[config.mk]
export PLATFORM = sky130hd
export DESIGN_NAME = alu_issue_ctrl
export DESIGN_NICKNAME = d
export VERILOG_FILES = /design/src/rtl/alu_issue_pkg.sv /design/src/rtl/alu_issue_fifo.sv /design/src/rtl/alu_issue_ctrl.sv
export SDC_FILE = /design/constraint.sdc
export NUM_CORES = 1
export LEC_CHECK = 0
export CAP_MARGIN = 20
export CORE_UTILIZATION = 46
export DETAILED_ROUTE_END_ITERATION = 8
export MAX_ROUTING_LAYER = met4
export PLACE_DENSITY = 0.81
export RECOVER_POWER = 25
export SYNTH_ARGS = -nofsm -noshare
export SYNTH_HDL_FRONTEND = slang
export SYNTH_HIERARCHICAL = 1
export SYNTH_SLANG_ARGS = --single-unit
[constraint.sdc]
create_clock -name clk -period 3.4 [get_ports clk]
set_clock_uncertainty 0.05 [all_clocks]
set_input_delay 0.68 -clock clk [delete_from_list [all_inputs] [get_ports clk]]
set_output_delay 0.68 -clock clk [all_outputs]
set_load 0.02 [all_outputs]
[src/rtl/alu_issue_pkg.sv]
// Shared types, ALU encodings and writeback decode for the ALU issue/writeback controller.
package alu_issue_pkg;

  localparam int unsigned XLEN  = 32;
  localparam int unsigned FLAGW = 3;
  localparam int unsigned STW   = 3;

  typedef logic [STW-1:0] state_t;

  localparam state_t S_IDLE    = 3'd0;
  localparam state_t S_DRIVE   = 3'd1;
  localparam state_t S_CAPTURE = 3'd2;
  localparam state_t S_RESP    = 3'd3;
  localparam state_t S_TRAP    = 3'd4;

  localparam logic [5:0] OP_RTYPE = 6'h00;
  localparam logic [5:0] OP_BEQ   = 6'h04;
  localparam logic [5:0] OP_BNE   = 6'h05;
  localparam logic [5:0] OP_ADDI  = 6'h08;
  localparam logic [5:0] OP_ADDIU = 6'h09;
  localparam logic [5:0] OP_SLTI  = 6'h0A;
  localparam logic [5:0] OP_SLTIU = 6'h0B;
  localparam logic [5:0] OP_ANDI  = 6'h0C;
  localparam logic [5:0] OP_ORI   = 6'h0D;
  localparam logic [5:0] OP_XORI  = 6'h0E;
  localparam logic [5:0] OP_LW    = 6'h23;
  localparam logic [5:0] OP_SW    = 6'h2B;

  localparam logic [5:0] FN_SLL  = 6'h00;
  localparam logic [5:0] FN_SRL  = 6'h02;
  localparam logic [5:0] FN_SRA  = 6'h03;
  localparam logic [5:0] FN_SLLV = 6'h04;
  localparam logic [5:0] FN_SRLV = 6'h06;
  localparam logic [5:0] FN_SRAV = 6'h07;
  localparam logic [5:0] FN_ADD  = 6'h20;
  localparam logic [5:0] FN_ADDU = 6'h21;
  localparam logic [5:0] FN_SUB  = 6'h22;
  localparam logic [5:0] FN_SUBU = 6'h23;
  localparam logic [5:0] FN_AND  = 6'h24;
  localparam logic [5:0] FN_OR   = 6'h25;
  localparam logic [5:0] FN_XOR  = 6'h26;
  localparam logic [5:0] FN_NOR  = 6'h27;
  localparam logic [5:0] FN_SLT  = 6'h2A;
  localparam logic [5:0] FN_SLTU = 6'h2B;

  typedef struct packed {
    logic [XLEN-1:0]  result;
    logic [FLAGW-1:0] flags;
    logic             wb;
  } resp_t;

  typedef struct packed {
    logic en;
    logic idx;
  } wb_dest_t;

  // Destination operand for a result; only fields 0 and 1 map onto the operand file.
  function automatic wb_dest_t wb_dest(input logic [XLEN-1:0] instr);
    wb_dest_t   d;
    logic       hit;
    logic [4:0] fld;
    hit = 1'b0;
    fld = instr[15:11];
    case (instr[31:26])
      OP_RTYPE: begin
        case (instr[5:0])
          FN_ADD, FN_ADDU, FN_SUB, FN_SUBU, FN_SLL, FN_SLLV, FN_SRL, FN_SRLV,
          FN_SRA, FN_SRAV, FN_AND, FN_OR, FN_XOR, FN_NOR, FN_SLT, FN_SLTU: hit = 1'b1;
          default: hit = 1'b0;
        endcase
      end
      OP_ADDI, OP_ADDIU, OP_SLTI, OP_SLTIU, OP_ANDI, OP_ORI, OP_XORI: begin
        hit = 1'b1;
        fld = instr[20:16];
      end
      OP_BEQ, OP_BNE, OP_LW, OP_SW: hit = 1'b0;
      default: hit = 1'b0;
    endcase
    d.en  = hit && (fld < 5'd2);
    d.idx = fld[0];
    return d;
  endfunction

  // Signed-overflow-checked ops that trap instead of writing back.
  function automatic logic is_trap_op(input logic [XLEN-1:0] instr);
    return ((instr[31:26] == OP_RTYPE) && ((instr[5:0] == FN_ADD) || (instr[5:0] == FN_SUB))) ||
           (instr[31:26] == OP_ADDI);
  endfunction

endpackage

[src/rtl/alu_issue_fifo.sv]
// Instruction queue: power-of-two depth circular buffer with registered full/empty flags.
module alu_issue_fifo #(
  parameter int unsigned DEPTH = 4,
  parameter int unsigned WIDTH = 32
) (
  input  logic             clk,
  input  logic             rst_n,
  input  logic             push,
  input  logic [WIDTH-1:0] wdata,
  input  logic             pop,
  output logic [WIDTH-1:0] rdata_c,
  output logic             full,
  output logic             empty
);

  localparam int unsigned AW = (DEPTH > 1) ? $clog2(DEPTH) : 1;
  localparam int unsigned CW = AW + 1;

  logic [WIDTH-1:0] mem_q [DEPTH];
  logic [AW-1:0]    wptr_q, wptr_d;
  logic [AW-1:0]    rptr_q, rptr_d;
  logic [CW-1:0]    count_q, count_d;
  logic             full_q, full_d;
  logic             empty_q, empty_d;
  logic             do_push, do_pop;

  // Pointers wrap naturally because DEPTH is a power of two.
  always_comb begin
    do_push = push & ~full_q;
    do_pop  = pop & ~empty_q;
    wptr_d  = wptr_q + AW'(do_push);
    rptr_d  = rptr_q + AW'(do_pop);
    count_d = count_q + CW'(do_push) - CW'(do_pop);
    full_d  = (count_d == CW'(DEPTH));
    empty_d = (count_d == '0);
  end

  always_ff @(posedge clk or negedge rst_n) begin
    if (!rst_n) begin
      wptr_q  <= '0;
      rptr_q  <= '0;
      count_q <= '0;
      full_q  <= 1'b0;
      empty_q <= 1'b1;
    end else begin
      wptr_q  <= wptr_d;
      rptr_q  <= rptr_d;
      count_q <= count_d;
      full_q  <= full_d;
      empty_q <= empty_d;
    end
  end

  always_ff @(posedge clk) begin
    if (do_push) mem_q[wptr_q] <= wdata;
  end

  assign rdata_c = mem_q[rptr_q];
  assign full    = full_q;
  assign empty   = empty_q;

endmodule

[src/rtl/alu_issue_ctrl.sv]
// Issue/writeback controller driving a combinational ALU: queues instructions,
// owns the A/B operand file, captures results and returns them on a valid/ready port.
module alu_issue_ctrl
  import alu_issue_pkg::*;
#(
  parameter int unsigned FIFO_DEPTH = 4
) (
  input  logic             clk,
  input  logic             rst_n,
  input  logic             in_valid,
  output logic             in_ready,
  input  logic [XLEN-1:0]  in_instr,
  input  logic             ld_en,
  input  logic             ld_sel,
  input  logic [XLEN-1:0]  ld_data,
  output logic             ld_ready,
  output logic [XLEN-1:0]  alu_instr,
  output logic [XLEN-1:0]  alu_reg_a,
  output logic [XLEN-1:0]  alu_reg_b,
  input  logic [XLEN-1:0]  alu_result,
  input  logic [FLAGW-1:0] alu_flags,
  output logic             out_valid,
  input  logic             out_ready,
  output logic [XLEN-1:0]  out_result,
  output logic [FLAGW-1:0] out_flags,
  output logic             out_wb,
  output logic             trap,
  input  logic             trap_clr
);

  state_t          state_q, state_d;
  logic [XLEN-1:0] instr_q, instr_d;
  logic [XLEN-1:0] opa_q, opa_d;
  logic [XLEN-1:0] opb_q, opb_d;
  resp_t           resp_q, resp_d;
  logic            out_valid_q, out_valid_d;
  logic            trap_q, trap_d;

  logic            fifo_pop;
  logic            fifo_full;
  logic            fifo_empty;
  logic [XLEN-1:0] head_c;
  logic            ld_ok;
  wb_dest_t        dest;
  logic            ovf_trap;

  alu_issue_fifo #(
    .DEPTH (FIFO_DEPTH),
    .WIDTH (XLEN)
  ) u_fifo (
    .clk     (clk),
    .rst_n   (rst_n),
    .push    (in_valid),
    .wdata   (in_instr),
    .pop     (fifo_pop),
    .rdata_c (head_c),
    .full    (fifo_full),
    .empty   (fifo_empty)
  );

  assign ld_ready = (state_q == S_IDLE) || (state_q == S_TRAP);

  always_comb begin
    state_d     = state_q;
    instr_d     = instr_q;
    opa_d       = opa_q;
    opb_d       = opb_q;
    resp_d      = resp_q;
    out_valid_d = out_valid_q;
    trap_d      = trap_q;
    fifo_pop    = 1'b0;
    ld_ok       = ld_en & ld_ready;
    dest        = wb_dest(instr_q);
    ovf_trap    = is_trap_op(instr_q) & alu_flags[2];

    if (ld_ok) begin
      if (ld_sel) opb_d = ld_data;
      else        opa_d = ld_data;
    end

    case (state_q)
      // A load in the same cycle wins over issuing the queue head.
      S_IDLE: begin
        if (!fifo_empty && !ld_en) begin
          instr_d = head_c;
          state_d = S_DRIVE;
        end
      end
      S_DRIVE: state_d = S_CAPTURE;
      S_CAPTURE: begin
        fifo_pop      = 1'b1;
        out_valid_d   = 1'b1;
        resp_d.result = alu_result;
        resp_d.flags  = alu_flags;
        resp_d.wb     = 1'b0;
        if (ovf_trap) begin
          trap_d  = 1'b1;
          state_d = S_TRAP;
        end else begin
          resp_d.wb = dest.en;
          if (dest.en) begin
            if (dest.idx) opb_d = alu_result;
            else          opa_d = alu_result;
          end
          state_d = S_RESP;
        end
      end
      S_RESP: begin
        if (out_ready) begin
          out_valid_d = 1'b0;
          state_d     = S_IDLE;
        end
      end
      S_TRAP: begin
        if (out_ready) out_valid_d = 1'b0;
        if (trap_clr) begin
          trap_d      = 1'b0;
          out_valid_d = 1'b0;
          state_d     = S_IDLE;
        end
      end
      default: state_d = S_IDLE;
    endcase
  end

  always_ff @(posedge clk or negedge rst_n) begin
    if (!rst_n) begin
      state_q     <= S_IDLE;
      instr_q     <= '0;
      opa_q       <= '0;
      opb_q       <= '0;
      resp_q      <= '0;
      out_valid_q <= 1'b0;
      trap_q      <= 1'b0;
    end else begin
      state_q     <= state_d;
      instr_q     <= instr_d;
      opa_q       <= opa_d;
      opb_q       <= opb_d;
      resp_q      <= resp_d;
      out_valid_q <= out_valid_d;
      trap_q      <= trap_d;
    end
  end

  assign in_ready   = ~fifo_full;
  assign alu_instr  = instr_q;
  assign alu_reg_a  = opa_q;
  assign alu_reg_b  = opb_q;
  assign out_valid  = out_valid_q;
  assign out_result = resp_q.result;
  assign out_flags  = resp_q.flags;
  assign out_wb     = resp_q.wb;
  assign trap       = trap_q;

endmodule

Word level (Yosys, flattened, before mapping)
Memory sizes are Yosys's and may differ from the RTL's. A register that Yosys moved wholly into a read port is not among the register bits.
Cells that the tools add are included.
- bits in registers: 114
- memory bits (writable): 128
- ROM bits: 64
- input port bits: 106
- output and inout port bits: 136
- memories kept: 2
- memory list (name ; words ; width ; read ports ; clocked after memory_dff ; write ports ; RTL line ; text):
    u_fifo.mem_q ; 4 ; 32 ; 1 ; 1 ; 1 ; alu_issue_fifo.sv:19 ; logic [WIDTH-1:0] mem_q [DEPTH];
    (name not given) ; 64 ; 1 ; 1 ; 0 ; 0 ; alu_issue_pkg.sv:66 ; case (instr[5:0])
- add/subtract/negate cells: 4
- magnitude comparators: 1
- eq/ne operators: 18
- muxes and demuxes: 29
- bitwise logic cells: 6
- reductions and logical operators: 18
- operators with widths (cell ; number):
    $mux W32 ; 12
    $eq A6 B4 Y1 const B ; 7
    $pmux W3 S5 ; 1
    $eq A6 B6 Y1 const B ; 2
    $mux W3 ; 4
    $mux W1 ; 8
    $reduce_or A7 Y1 ; 1
    $eq A3 B2 Y1 const B ; 2
    $eq A3 B3 Y1 const B ; 2
    $logic_not A3 Y1 ; 2
    $logic_not A6 Y1 ; 1
    $ne A2 B2 Y1 const B ; 3
    $reduce_and A3 Y1 ; 2
    $lt A5 B2 Y1 const B ; 1
    $mux W5 ; 1
    $add A2 B1 Y2 ; 2
    $and A1 B1 Y1 ; 4
    $pmux W1 S2 ; 2
    $add A3 B1 Y3 ; 1
    $eq A3 B1 Y1 const B ; 1
    $logic_and A1 B1 Y1 ; 3
    $logic_not A1 Y1 ; 3
    $logic_or A1 B1 Y1 ; 3
    $pmux W1 S3 ; 1
    other kinds (6) ; 7

Depth between registers and ports, before layout
- depth in word-level cells: 8
- gate-level depth with buffers: 11
- depth with buffers taken out: 10

Modules after synthesis
The synthesis kept the hierarchy.
- modules (own cells, without submodules) (module ; instances ; cells each ; area an instance (um^2) ; seq. area each (um^2)):
    alu_issue_ctrl ; 1 ; 474 ; 6218.5 ; 3428.3
    alu_issue_fifo ; 1 ; 198 ; 5078.6 ; 4070.2

Worst setup path after synthesis
No wires, ideal clock.
- kind: input-to-reg
- start point: in in_valid
- end point: mem u_fifo.mem_q[0][0] (enable)
- setup time: 0.468 ns
- arrival: 3.417 ns
- path slack: -0.535 ns
- cell stages on the path: 3
- cells stage by stage: nor2b_1 clkbuf_1 nor3b_1
- cells in the longest elaborated chain, start to end: 3
- RTL lines (item ; RTL line ; text):
    start: declaration ; alu_issue_ctrl.sv:10 ; input logic in_valid,
    $and A1 B1 Y1 ; alu_issue_fifo.sv:29 ; do_push = push & ~full_q;
    $mux W1 ; alu_issue_fifo.sv:55 ; if (do_push) mem_q[wptr_q] <= wdata;
    $mux W1 (implied by the code) ; alu_issue_fifo.sv:55 ;
    end: declaration ; alu_issue_fifo.sv:19 ;
No other way between the ends.

Worst setup path in the final report
- start point: reg state_q[1]
- end point: out ld_ready
- cells in the longest elaborated chain, start to end: 2
- elaborated cells on any way between the ends: 3
- those cells by class: eq/ne (1); reduce/logical (2)
- RTL lines (item ; RTL line ; text):
    start: declaration ; alu_issue_ctrl.sv:31 ; state_t state_q, state_d;
    start signal: assignment ; alu_issue_ctrl.sv:136 ; state_q <= state_d;
    $eq A3 B3 Y1 / $logic_not A3 Y1 (equally long branches) ; alu_issue_ctrl.sv:61 ; assign ld_ready = (state_q == S_IDLE) || (state_q == S_TRAP);
    $logic_or A1 B1 Y1 * ; alu_issue_ctrl.sv:61 ;
    end: declaration ; alu_issue_ctrl.sv:16 ; output logic ld_ready,
Mark *: on every way between the ends. The rest lies on a longest branch, timed or not.

==> run metrics <==
dpl hpwl=17600 µm; slowest stage delay, CP=0.72 ns; Clock Sink Count=274; CP required=2.67 ns; htree depth=1; Hold WC Path Type=in -> async; crit path DAT=2.04 ns; CP max stage cell=clkdlybuf4s50_1; Num CTS Buffers=30; worst r2r path cells=6; antenna violation net count after detailed routing=0; sequential cell area fraction in the yosys report=0.664; Worst slew margin=0.602; initial antenna violation count=4; Residual DRC=0; max-cap violations=0; largest net degree at the start of global routing=65; Boundary Pins=242; Die Span X=159 µm; first-pass GRT wire length=41600 µm; Post-synth EDFFs=128; grt total ovfl=0; CP Capture Type=output pin; RSZ-0062 raised after global routing=no; die area=25200 µm²; peak fanout along the critical path=6; Core Area=23800 µm²; Yosys reg bits=274; Die H=159 µm; Final period util=0.815; Worst-Margin Slew=0.581 ns; Post-CTS Setup Inserts=0; Synth Warn #=6; final count of pins violating max slew=0; Port Buffers=241; Worst Setup Path Type=reg -> out; status=complete, no violations; detailed-router iteration count before antenna repair=6; # nets final=1038; synthesized area=11300 µm²; CTS resizes=0; Final Hold Vio Count=0; post-layout min period=2.77 ns; area delta synth->final=34.1%; CTS clk-pin slew, worst paths=0.07 ns; post-synthesis cell type count=51; GR Util All Layers=0.219; final setup violation count=0; row cnt=56; syn nets=781; Max VDD drop=588 µV; vias in the first global route=7111; Clock Tree Buf Depth=3; startpoint type of the worst setup path=flop; Final WS setup=0.629 ns; syn avg cell area=16.8 µm²; Routed WL=26100 µm; clock root buffer master=clkbuf_16; clk_lat worst skew=0.57 ns; pwr dens=966 nW/µm²; routed len/inst=20.4 µm; share of cells above drive strength 1=0.254; vias after detailed routing=6564; fmax=0.361 GHz; GP Congestion=0.810; Worst Path Buf+Inv=1; asr flop ratio synth=0.533; CTS tree=yes; Leak=5.92 nW; Gate Count Post-Synth=672; CP Cell Sequence=nor2_1, clkdlybuf4s50_1; Critical Path Stages=2; CP top delay family=buffers and inverters; Iter 0 DRT Violations=400; Fin Setup TNS=0 ns; Primary FF master, synth=dfrtp_1; hold buffer count at CTS=0; Initial Util=0.476; routed vias/inst=5.14; DP Worst Slack=0.444 ns
final timing paths:
path	startpoint	endpoint	slack, ns
setup / recovery	state_q[1]$_DFFE_PN0P_	ld_ready	0.63
min in group clk	out_result[0]$_DFFE_PN0P_	out_result[0]$_DFFE_PN0P_	0.42
hold reg to reg	out_result[0]$_DFFE_PN0P_	out_result[0]$_DFFE_PN0P_	0.42
hold / removal	rst_n	alu_instr[9]$_DFFE_PN0P_	0.02
max in group asynchronous	rst_n	out_result[12]$_DFFE_PN0P_	2.46
setup reg to reg	alu_instr[29]$_DFFE_PN0P_	alu_reg_a[30]$_DFF_PN0_	0.63
cell usage after synthesis, types with 2 or more instances:
| library cell | n | share of area |
|---|---|---|
| dfrtp_1 | 145 | 0.32 |
| edfxtp_1 | 128 | 0.34 |
| nand2_1 | 110 | 0.037 |
| mux2_2 | 100 | 0.10 |
| mux2_1 | 30 | 0.030 |
| mux2_4 | 30 | 0.040 |
| mux4_2 | 28 | 0.056 |
| clkbuf_1 | 17 | 0.0056 |
| buf_2 | 6 | 0.0027 |
| nor2_1 | 6 | 0.0020 |
| inv_1 | 5 | 0.0017 |
| a21oi_1 | 4 | 0.0018 |
| buf_1 | 4 | 0.0013 |
| buf_6 | 4 | 0.0040 |
| mux4_1 | 4 | 0.0093 |
| buf_12 | 3 | 0.0053 |
| o21ai_0 | 3 | 0.0013 |
| xnor2_1 | 3 | 0.0023 |
| and3_1 | 2 | 0.0011 |
| and3b_1 | 2 | 0.0016 |
| ha_1 | 2 | 0.0022 |
| nand2b_1 | 2 | 0.0011 |
| nand3_1 | 2 | 0.00089 |
| nand3b_1 | 2 | 0.0013 |
| nor3b_1 | 2 | 0.0013 |
| nor4_1 | 2 | 0.0011 |
| or2b_2 | 2 | 0.0016 |
area by class of cell:
cell class / count / area, µm²
diodes: 4 / 10.0
multi-input cells: 359 / 3590
inverters: 5 / 18.8
fillers: 1663 / 8610
repair buffers: 259 / 2620
clock buffers: 48 / 908
well taps: 319 / 399
clock inverters: 8 / 97.6
flip-flops and latches: 274 / 7500
power breakdown:
| group | internal, mW | total (mW) | switching, mW | leakage [nW] |
|---|---|---|---|---|
| clock | 1.91 | 3.22 | 1.31 | 0.485 |
| sequential | 4.68 | 5.39 | 0.706 | 2.91 |
| combinational | 3.15 | 6.02 | 2.87 | 2.52 |
stage by stage:
step / std cells / total power [mW] / cell area, µm² / util / hold WS (ns)
3_5_place_dp: 1216 / 11.5 / 14100 / 0.595 / 0.414
5_1_grt: 1276 / 15.4 / 15100 / 0.638 / 0.0474
4_1_cts: 1272 / 14.8 / 15100 / 0.637 / 0.0249
2_1_floorplan: 672 / 8.89 / 11300 / - / 0.334
6_report: 1276 / 14.6 / 15100 / 0.638 / 0.0194
3_3_place_gp: 1216 / 11.4 / 14100 / 0.595 / 0.406
layer usage:
metal / part of all wire / vias up / GRT usage
li1: - / 3010 / -
met4: 0.022 / 0 / 0.0521
met2: 0.50 / 247 / 0.364
met3: 0.062 / 41 / 0.0478
met1: 0.42 / 3266 / 0.275
met5: 0 / - / -
placed cells by master, fill, tap and decap left out, types with 5 or more instances in the layout:
cell type	n
clkdlybuf4s50_1	210
clkbuf_8	9
buf_12	6
dlygate4sd3_1	30
dfrtp_1	144
mux2_2	100
nor2_1	5
nand2_1	110
clkbuf_16	30
edfxtp_1	128
mux2_4	30
clkbuf_1	9
mux4_2	28
mux2_1	30
buf_4	12
state kept, by name (all words and copies together) (netlist names):
name and flops:
u_fifo/empty 1, alu_instr 32, u_fifo/wptr_q 2, u_fifo/rptr_q 2, out_valid 1, out_flags 3, alu_reg_b 32, u_fifo/mem_q 128
trap 1, u_fifo/full 1, out_result 32, state_q 3, out_wb 1, u_fifo/count_q 3, alu_reg_a 32
cells by family after synthesis:
family	synth area share
compound gates	0.0115
xor+xnor	0.00521
fa+ha+maj	0.00399
buf+inv	0.0206
flops	0.664
mux	0.235
simple gates	0.0595
Power figures use the tool's default switching activity.
